`config.mk`:
```
export PLATFORM = sky130hd
export DESIGN_NAME = tdm_mux_n
export DESIGN_NICKNAME = d
export VERILOG_FILES = /design/src/rtl/tdm_pkg.sv /design/src/rtl/tdm_scan_ctr.sv /design/src/rtl/tdm_mux_n.sv
export SDC_FILE = /design/constraint.sdc
export NUM_CORES = 1
export LEC_CHECK = 0
export BUFFER_PORTS_ARGS = -buffer_cell sky130_fd_sc_hd__buf_2
export CAP_MARGIN = 20
export CORE_MARGIN = 5
export CORE_UTILIZATION = 50
export CTS_BUF_LIST = sky130_fd_sc_hd__clkbuf_4
export CTS_CLUSTER_SIZE = 20
export DETAILED_ROUTE_END_ITERATION = 10
export PLACE_DENSITY = 0.95
export REMOVE_ABC_BUFFERS = 1
export SYNTH_ARGS = -nofsm -noshare
export SYNTH_HDL_FRONTEND = slang
export SYNTH_SLANG_ARGS = --single-unit
```
`constraint.sdc`:
```
create_clock -name clk -period 3.5 [get_ports clk]
set_clock_uncertainty 0.1 [all_clocks]
set_input_delay 0.525 -clock clk [delete_from_list [all_inputs] [get_ports clk]]
set_output_delay 0.525 -clock clk [all_outputs]
set_load 0.03 [all_outputs]
```
`src/rtl/tdm_pkg.sv`:
```
// tdm_pkg: shared encodings and sizing helper for the TDM multiplexer
package tdm_pkg;
   localparam logic MODE_MANUAL = 1'b0;
   localparam logic MODE_SCAN   = 1'b1;
   typedef enum logic {ST_MANUAL = 1'b0, ST_SCAN = 1'b1} state_t;
   function automatic int clog2_min1(input int n);
      return (n < 2) ? 1 : $clog2(n);
   endfunction
endpackage

```
`src/rtl/tdm_scan_ctr.sv`:
```
// tdm_scan_ctr: round-robin channel pointer with per-channel dwell count
module tdm_scan_ctr
   import tdm_pkg::*;
#(
   parameter int N_CH = 8,
   parameter int DWELL = 4,
   localparam int SELW = clog2_min1(N_CH)
) (
   input  logic            clk,
   input  logic            rst,
   input  logic            clr,
   input  logic            en,
   output logic [SELW-1:0] cur_ch,
   output logic            dwell_last,
   output logic            frame_first
);
   localparam int DW = clog2_min1(DWELL);
   localparam logic [SELW-1:0] CH_LAST = SELW'(N_CH - 1);
   localparam logic [DW-1:0] DW_LAST = DW'(DWELL - 1);
   logic [DW-1:0] dwell_cnt;
   assign dwell_last  = dwell_cnt == DW_LAST;
   assign frame_first = (cur_ch == '0) && (dwell_cnt == '0);
   // advance dwell, then channel with explicit wrap at the last channel
   always_ff @(posedge clk) begin
      if (rst || clr) begin
         cur_ch    <= '0;
         dwell_cnt <= '0;
      end else if (en) begin
         if (dwell_last) begin
            dwell_cnt <= '0;
            cur_ch    <= (cur_ch == CH_LAST) ? '0 : cur_ch + SELW'(1);
         end else begin
            dwell_cnt <= dwell_cnt + DW'(1);
         end
      end
   end
endmodule

```
`src/rtl/tdm_mux_n.sv`:
```
// tdm_mux_n: registered N-channel mux with manual select and round-robin scan
module tdm_mux_n
   import tdm_pkg::*;
#(
   parameter int N_CH = 8,
   parameter int WIDTH = 8,
   parameter int DWELL = 4,
   localparam int SELW = clog2_min1(N_CH)
) (
   input  logic                  clk,
   input  logic                  rst,
   input  logic [N_CH*WIDTH-1:0] din,
   input  logic [SELW-1:0]       sel,
   input  logic                  mode,
   input  logic                  en,
   output logic [WIDTH-1:0]      dout,
   output logic [SELW-1:0]       ch,
   output logic                  valid,
   output logic                  frame_start
);
   state_t state, state_nxt;
   logic scan, in_range, frame_first, valid_nxt, fs_nxt;
   logic [SELW-1:0] cur_ch, idx, ch_nxt;
   logic [WIDTH-1:0] picked, dout_nxt;
   // leaving MANUAL keeps the counter cleared, so scan entry always starts at channel 0
   tdm_scan_ctr #(.N_CH(N_CH), .DWELL(DWELL)) u_ctr (
      .clk        (clk),
      .rst        (rst),
      .clr        (!scan),
      .en         (en && scan),
      .cur_ch     (cur_ch),
      .dwell_last (),
      .frame_first(frame_first)
   );
   // mode-driven state register
   always_ff @(posedge clk) begin
      if (rst) state <= ST_MANUAL;
      else     state <= state_nxt;
   end
   // next state; the transition edge already produces output in the new state
   always_comb begin
      state_nxt = (state == ST_MANUAL) ? ((mode == MODE_SCAN) ? ST_SCAN : ST_MANUAL)
                                       : ((mode == MODE_MANUAL) ? ST_MANUAL : ST_SCAN);
      scan      = state_nxt == ST_SCAN;
      idx       = scan ? cur_ch : sel;
      in_range  = int'(idx) < N_CH;
      picked    = '0;
      for (int k = 0; k < N_CH; k++)
         if (idx == SELW'(k)) picked = din[k*WIDTH +: WIDTH];
      dout_nxt  = en ? (in_range ? picked : '0) : dout;
      ch_nxt    = en ? idx : ch;
      valid_nxt = en && in_range;
      fs_nxt    = en && scan && frame_first;
   end
   // output registers
   always_ff @(posedge clk) begin
      if (rst) begin
         dout        <= '0;
         ch          <= '0;
         valid       <= 1'b0;
         frame_start <= 1'b0;
      end else begin
         dout        <= dout_nxt;
         ch          <= ch_nxt;
         valid       <= valid_nxt;
         frame_start <= fs_nxt;
      end
   end
endmodule

```
==> results of run 1 <==
cells in the final DEF (no fill, tap or decap), drive strengths merged:
cell    count
a211oi      3
a21oi      21
a221oi     14
a31o        1
a41oi       1
and4b       1
buf        84
clkbuf      3
clkinv      1
dfxtp      18
ha          5
inv        11
mux2        3
mux2i       5
nand2      27
nand2b      1
nand3      18
nand4       1
nand4b      1
nor2       17
nor2b       1
nor3       15
nor4        1
o211ai      1
o21ai      31
layout make-up:
type	count	share of cell area, %
Sequential cell	18	18.4
Clock inverter	1	0.192
Clock buffer	3	1.15
Tap cell	33	2.11
Multi-Input combinational cell	168	54.4
Timing Repair Buffer	84	21.6
Inverter	11	2.11
kinds of logic after synthesis:
| logic type | count (synthesis) |
|---|---|
| flops | 18 |
| buf+inv | 27 |
| compound gates | 72 |
| simple gates | 83 |
| mux | 8 |
| fa+ha+maj | 5 |
worst max-delay path by stage:
stage,start,end,cells past startpoint
final,mode,dout[1],6
after global routing,mode,dout[2],6
after CTS,mode,dout[2],6
after detailed placement,mode,dout[5],6
after global placement,mode,dout[2],6
after floorplan,mode,dout[0],5
where the power goes:
group	internal [uW]	switching, uW
registers	217	7.24
logic	76.0	108
clock network	41.7	73.1
metal layers:
metal,routed length (um),GRT usage (%),share of wire [%]
met5,0,0,0
met4,99,8.81,1.9
met3,667,5.64,13
met2,2500,40.7,47
met1,2050,32.6,39
flip-flops by register name, summed over array words and instances, names as in the netlist:
signal and count:
frame_start 1, u_ctr.dwell_cnt 2, u_ctr.cur_ch 3, ch 3
dout 8, valid 1
through the flow:
| step | worst slack (ps) | power [uW] | util [%] | instances |
|---|---|---|---|---|
| floorplan | 1760 | 327 | - | 197 |
| global placement | 965 | 406 | 64.2 | 314 |
| detailed placement | 871 | 410 | 64.2 | 314 |
| CTS | 1210 | 521 | 65.1 | 318 |
| global route | 992 | 550 | 65.1 | 318 |
| finish | 1180 | 523 | 65.1 | 318 |
==> flow_summary.toml, run 1 <==
[yosys]
synth_fa_ha_area_share_pct = 4.03
yosysSeqAreaShare_pct = 23.2
synthXorXnorAreaFrac_pct = 0
synth_top_cell_by_area = "dfxtp_1"
ys_ff_latch = 18
synthTopCellsByArea = "dfxtp_1, a221oi_2, o21ai_0"
netlist_top_cells_count = "nand2_1, o21ai_0, a21oi_1"
yosysUniqueCellTypes = 30
yosysMostFrequentCell = "nand2_1"
synthFlopType = "dfxtp_1"
syn_area_per_cell_um2 = 7.28
synth_top_family_by_area = "compound AO/OA/AOI/OAI gates"
netlist_area_um2 = 1550
ys_async_sr_fraction_pct = 0
synth_simple_gate_area_share_pct = 24.1
synthMuxAreaShare_pct = 6.45
synth_compound_area_share_pct = 33.9
synth_top_area_share_pct = 23.2
yosys_warnings = 0
synth_edf_count = 0
postSynthCellCount = 213

[cts]
cts_tree = "done"
cts.sinks = 18
clock-root-buffer = "clkbuf_4"
ctsHoldBuffers = 0
h-tree-depth = 1
post_cts_resized = 0
path_clk_slew_ps = 110
numCtsBuffers = 3
clock_latency_ps = 310
post_cts_buffers = 0
clock_path_buffers = 2

[flow_run]
maxCapViolations = 0

[placed_design]
place_hpwl_um = 4040
gp_congestion = 0.928
placed_cell_area_um2 = 1930
port_buffers = 83

[global_route]
grt_overflow_total = 0
grt_usage_pct = 25.2
grt_max_degree = 26
antenna_found_initial = 0
grt_pass1_wl_um = 8500
grt_pass1_vias = 1829

[floorplan]
row_count = 20
start_util_pct = 51.7
die_area_um2 = 4320
die_h_um = 65.7
fp.dieW_um = 65.7
io_pins = 84
coreArea_um2 = 3000

[cells_and_area]
fin_nets = 362
final_area_um2 = 1950
area_delta_synth_final_pct = 26.0
multiInputGateArea_um2 = 1060
final-seq-area_um2 = 360
layout-drive-gt1-share_pct = 37.9
diodes = 0
num-fill-cells = 272

[critical_path]
critPathMaxStageDelay_ps = 730
cp_num_buf_inv = 1
r2r-end = "dout[1]"
cpMaxStageDelayCell = "mux2i_4"
crit_path_end_kind = "register"
crit_path_frequent_cell = "a221oi_2"
critical_path_class = "in2reg"
r2r_cells = 5
r2r_setup_slack_ps = 1560
required_ps = 3650
path_cells = "buf_2 > mux2i_4 > nand3_1 > a221oi_2 > a221oi_2 > o21ai_1"
cp_top_family = "multiplexers"
startpoint_type = "primary input"
cp.arrival_ps = 2460
cp_max_fo = 25
worstReg2RegStart = "u_ctr.cur_ch[1]"

[drt]
finalWirelength_um = 5320
drt_first_pass_iters = 5
via_per_inst = 6.08
antenna_left = 0
num_vias = 1933
avgRoutedWirePerCell_um = 16.7
drc = 0
drt-initial-drc-count = 154

[power]
leakage_uw = 0.000852
power_density_nw_per_um2 = 268
peakVddDrop_mv = 0.184

[sta]
worstMarginPinSlew_ps = 699
rsz0062_at_grt = "false"
tns_ps = 0
period_share_pct = 66.2
fin_crit_ps = 2320
drv_slew = 0
setup-violations-final = 0
maxClockFrequency_mhz = 432
finalHoldViolCount = 0
slew_headroom_pct = 52.4
worst_hold_slack_ps = 340

[worst_hold_path]
worstHoldStart = "rst"
holdCritPathClass = "in2reg"
whs_endpoint = "ch[2]"
min_delay_path_depth = 2

[status]
status = "completed"
No activity file was read; power rests on OpenSTA's default activity.
==> inputs of run 2 (changes only) <==
--- a/config.mk
+++ b/config.mk
@@ -5,14 +5,15 @@
 export SDC_FILE = /design/constraint.sdc
 export NUM_CORES = 1
 export LEC_CHECK = 0
+export ABC_AREA = 1
 export BUFFER_PORTS_ARGS = -buffer_cell sky130_fd_sc_hd__buf_2
 export CAP_MARGIN = 20
 export CORE_MARGIN = 5
-export CORE_UTILIZATION = 50
+export CORE_UTILIZATION = 41
 export CTS_BUF_LIST = sky130_fd_sc_hd__clkbuf_4
 export CTS_CLUSTER_SIZE = 20
 export DETAILED_ROUTE_END_ITERATION = 10
-export PLACE_DENSITY = 0.95
+export PLACE_DENSITY = 0.85
 export REMOVE_ABC_BUFFERS = 1
 export SYNTH_ARGS = -nofsm -noshare
 export SYNTH_HDL_FRONTEND = slang
==> constraint.sdc (replaced) <==
create_clock -name clk -period 1.92 [get_ports clk]
set_clock_uncertainty 0.1 [all_clocks]
set_input_delay 0.288 -clock clk [delete_from_list [all_inputs] [get_ports clk]]
set_output_delay 0.288 -clock clk [all_outputs]
set_load 0.03 [all_outputs]
==> run 2 against run 1 <==
Wire length fell by 12%. Worst setup slack got worse by 960 ps. Sequential share of layout area rose by 0.11 points. Critical path depth rose by 1. Sequential cell count did not move. Non-clock buffer count rose by 6. Count of clock-buffer cells in the layout did not move. Combinational power rose by 87%. Largest cell class unchanged. Highest routed layer unchanged.
==> flow_summary.toml, run 2 <==
[status]
status = "completed"

[cells_and_area]
reg_top3 = "dout x8, ch x3, u_ctr.cur_ch x3"
final_common_cell = "buf_2"
largest_register_ffs = 8
diodes = 0
fin_nets = 380
most-common-layout-cells = "buf_2, nand2_1, inv_1"
area_delta_synth_final_pct = 32.6
final_core_utilization_pct = 57.3
layout-drive-gt1-share_pct = 36.8
max_flop_register = "dout"
num-fill-cells = 330

[drt]
finalWirelength_um = 4700
antenna_left = 0
drt_first_pass_iters = 5
num_vias = 1793
via_per_inst = 5.15
drt-initial-drc-count = 120
avgRoutedWirePerCell_um = 13.5
drc = 0

[yosys]
yosysUniqueCellTypes = 27
synthFlopType = "dfxtp_1"
synthTopCellsByArea = "dfxtp_1, nand4_1, nand2_1"
yosys_warnings = 0
syn_area_per_cell_um2 = 6.72
postSynthCellCount = 218
netlist_top_cells_count = "nand2_1, inv_1, a21oi_1"
yosysMostFrequentCell = "nand2_1"
ys_ff_latch = 18
synth_top_cell_by_area = "dfxtp_1"
yosysSeqAreaShare_pct = 24.6
synth_top_area_share_pct = 24.6
synth_edf_count = 0
ys_async_sr_fraction_pct = 0
netlist_area_um2 = 1470

[global_route]
grt_pass1_wl_um = 7640
antenna_found_initial = 0
grt_pass1_vias = 1748
grt_usage_pct = 19.1
grt_max_degree = 19
grt_overflow_total = 0

[floorplan]
die_area_um2 = 4870
start_util_pct = 43.2
fp.dieW_um = 69.8
coreArea_um2 = 3390
die_h_um = 69.8
row_count = 21
io_pins = 84

[cts]
post_cts_resized = 0
post_cts_buffers = 0
cts.sinks = 18
cts_tree = "done"
clock_latency_ps = 300
clock_path_buffers = 2
clock-root-buffer = "clkbuf_4"
h-tree-depth = 1
ctsHoldBuffers = 0
numCtsBuffers = 3
path_clk_slew_ps = 110

[critical_path]
cp.arrival_ps = 1850
worstSetupStartpoint = "u_ctr.cur_ch[0]"
required_ps = 2070
worstReg2RegStart = "u_ctr.cur_ch[0]"
critical_path_class = "reg2reg"
startpoint_type = "register"
crit_path_end_kind = "register"
cp_max_fo = 9
r2r_cells = 7
r2r-end = "dout[2]"
r2r_setup_slack_ps = 220

[sta]
maxClockFrequency_mhz = 589
slew_headroom_pct = 62.5
fin_crit_ps = 1700
period_share_pct = 88.4
setup-violations-final = 0
tns_ps = 0
rsz0062_at_grt = "false"
worstMarginPinSlew_ps = 560
finalHoldViolCount = 0
drv_slew = 0

[power]
leakage_uw = 0.00102
peakVddDrop_mv = 0.300
power_density_nw_per_um2 = 491

[worst_hold_path]
worstHoldStart = "din[58]"
holdCritPathClass = "in2reg"
min_delay_path_depth = 5
whs_endpoint = "dout[2]"

[placed_design]
place_hpwl_um = 3810
port_buffers = 83
gp_congestion = 0.813

[flow_run]
maxCapViolations = 0
[run 2: area by class of cell]
cell class	count	area (um2)	area share [%]
Timing Repair Buffer	90	480	24.7
Sequential cell	18	360	18.5
Clock buffer	3	22.5	1.16
Multi-Input combinational cell	162	908	46.7
Tap cell	46	57.6	2.96
Inverter	29	114	5.86
[run 2: worst max-delay path by stage]
| stage | to | slack [ps] | cells past startpoint |
|---|---|---|---|
| detailed placement | dout[2] | 9 | 9 |
| global route | dout[0] | 70 | 8 |
| floorplan | dout[5] | 320 | 7 |
| finish | dout[2] | 220 | 7 |
| global placement | dout[4] | 100 | 9 |
| CTS | dout[2] | 220 | 7 |
[run 2: logic make-up (layout without fill, tap and decap cells)]
| logic type | Yosys count | in the layout | share of synthesized area, % |
|---|---|---|---|
| and+or+nand+nor | 120 | 120 | 43.1 |
| buffers and inverters | 38 | 122 | 13.4 |
| AOI/OAI and AO/OA | 37 | 37 | 14.6 |
| DFF | 18 | 18 | 24.6 |
| adders and majority gates | 5 | 5 | 4.27 |
[run 2: per-stage QoR]
step                      setup slack, ps  cells  hold slack (ps)  total power [uW]  area, um2
after global placement               95.6    345              354               753       1920
after CTS                             224    348              220               947       1940
after detailed placement             9.18    345              350               758       1920
final                                 222    348              213               954       1940
after floorplan                       315    209              250               606       1380
after global routing                 65.6    348              233              1000       1940
[run 2: where the power goes]
group          total [uW]  switching [uW]  internal, uW  leakage (uW)
Sequential            407            11.4           395      0.000148
Combinational         345             206           139      0.000863
Clock                 202             129          73.3     0.0000138
[run 2: critical path: stages (launching register included)]
cell and delay (ps):
dfxtp_1 360, nand2_1 80, nand2_2 160, nor3_2 520
nand2_1 120, nand4_1 130, nand2_1 60, a21oi_1 110
[run 2: routing by layer]
| metal | global-route usage (%) | part of all wire (%) | wire [um] |
|---|---|---|---|
| met5 | 0 | 0 | 0 |
| met4 | 9.36 | 3.2 | 149 |
| met3 | 3.33 | 8.9 | 419 |
| met2 | 33.9 | 50 | 2340 |
| met1 | 21.7 | 38 | 1790 |
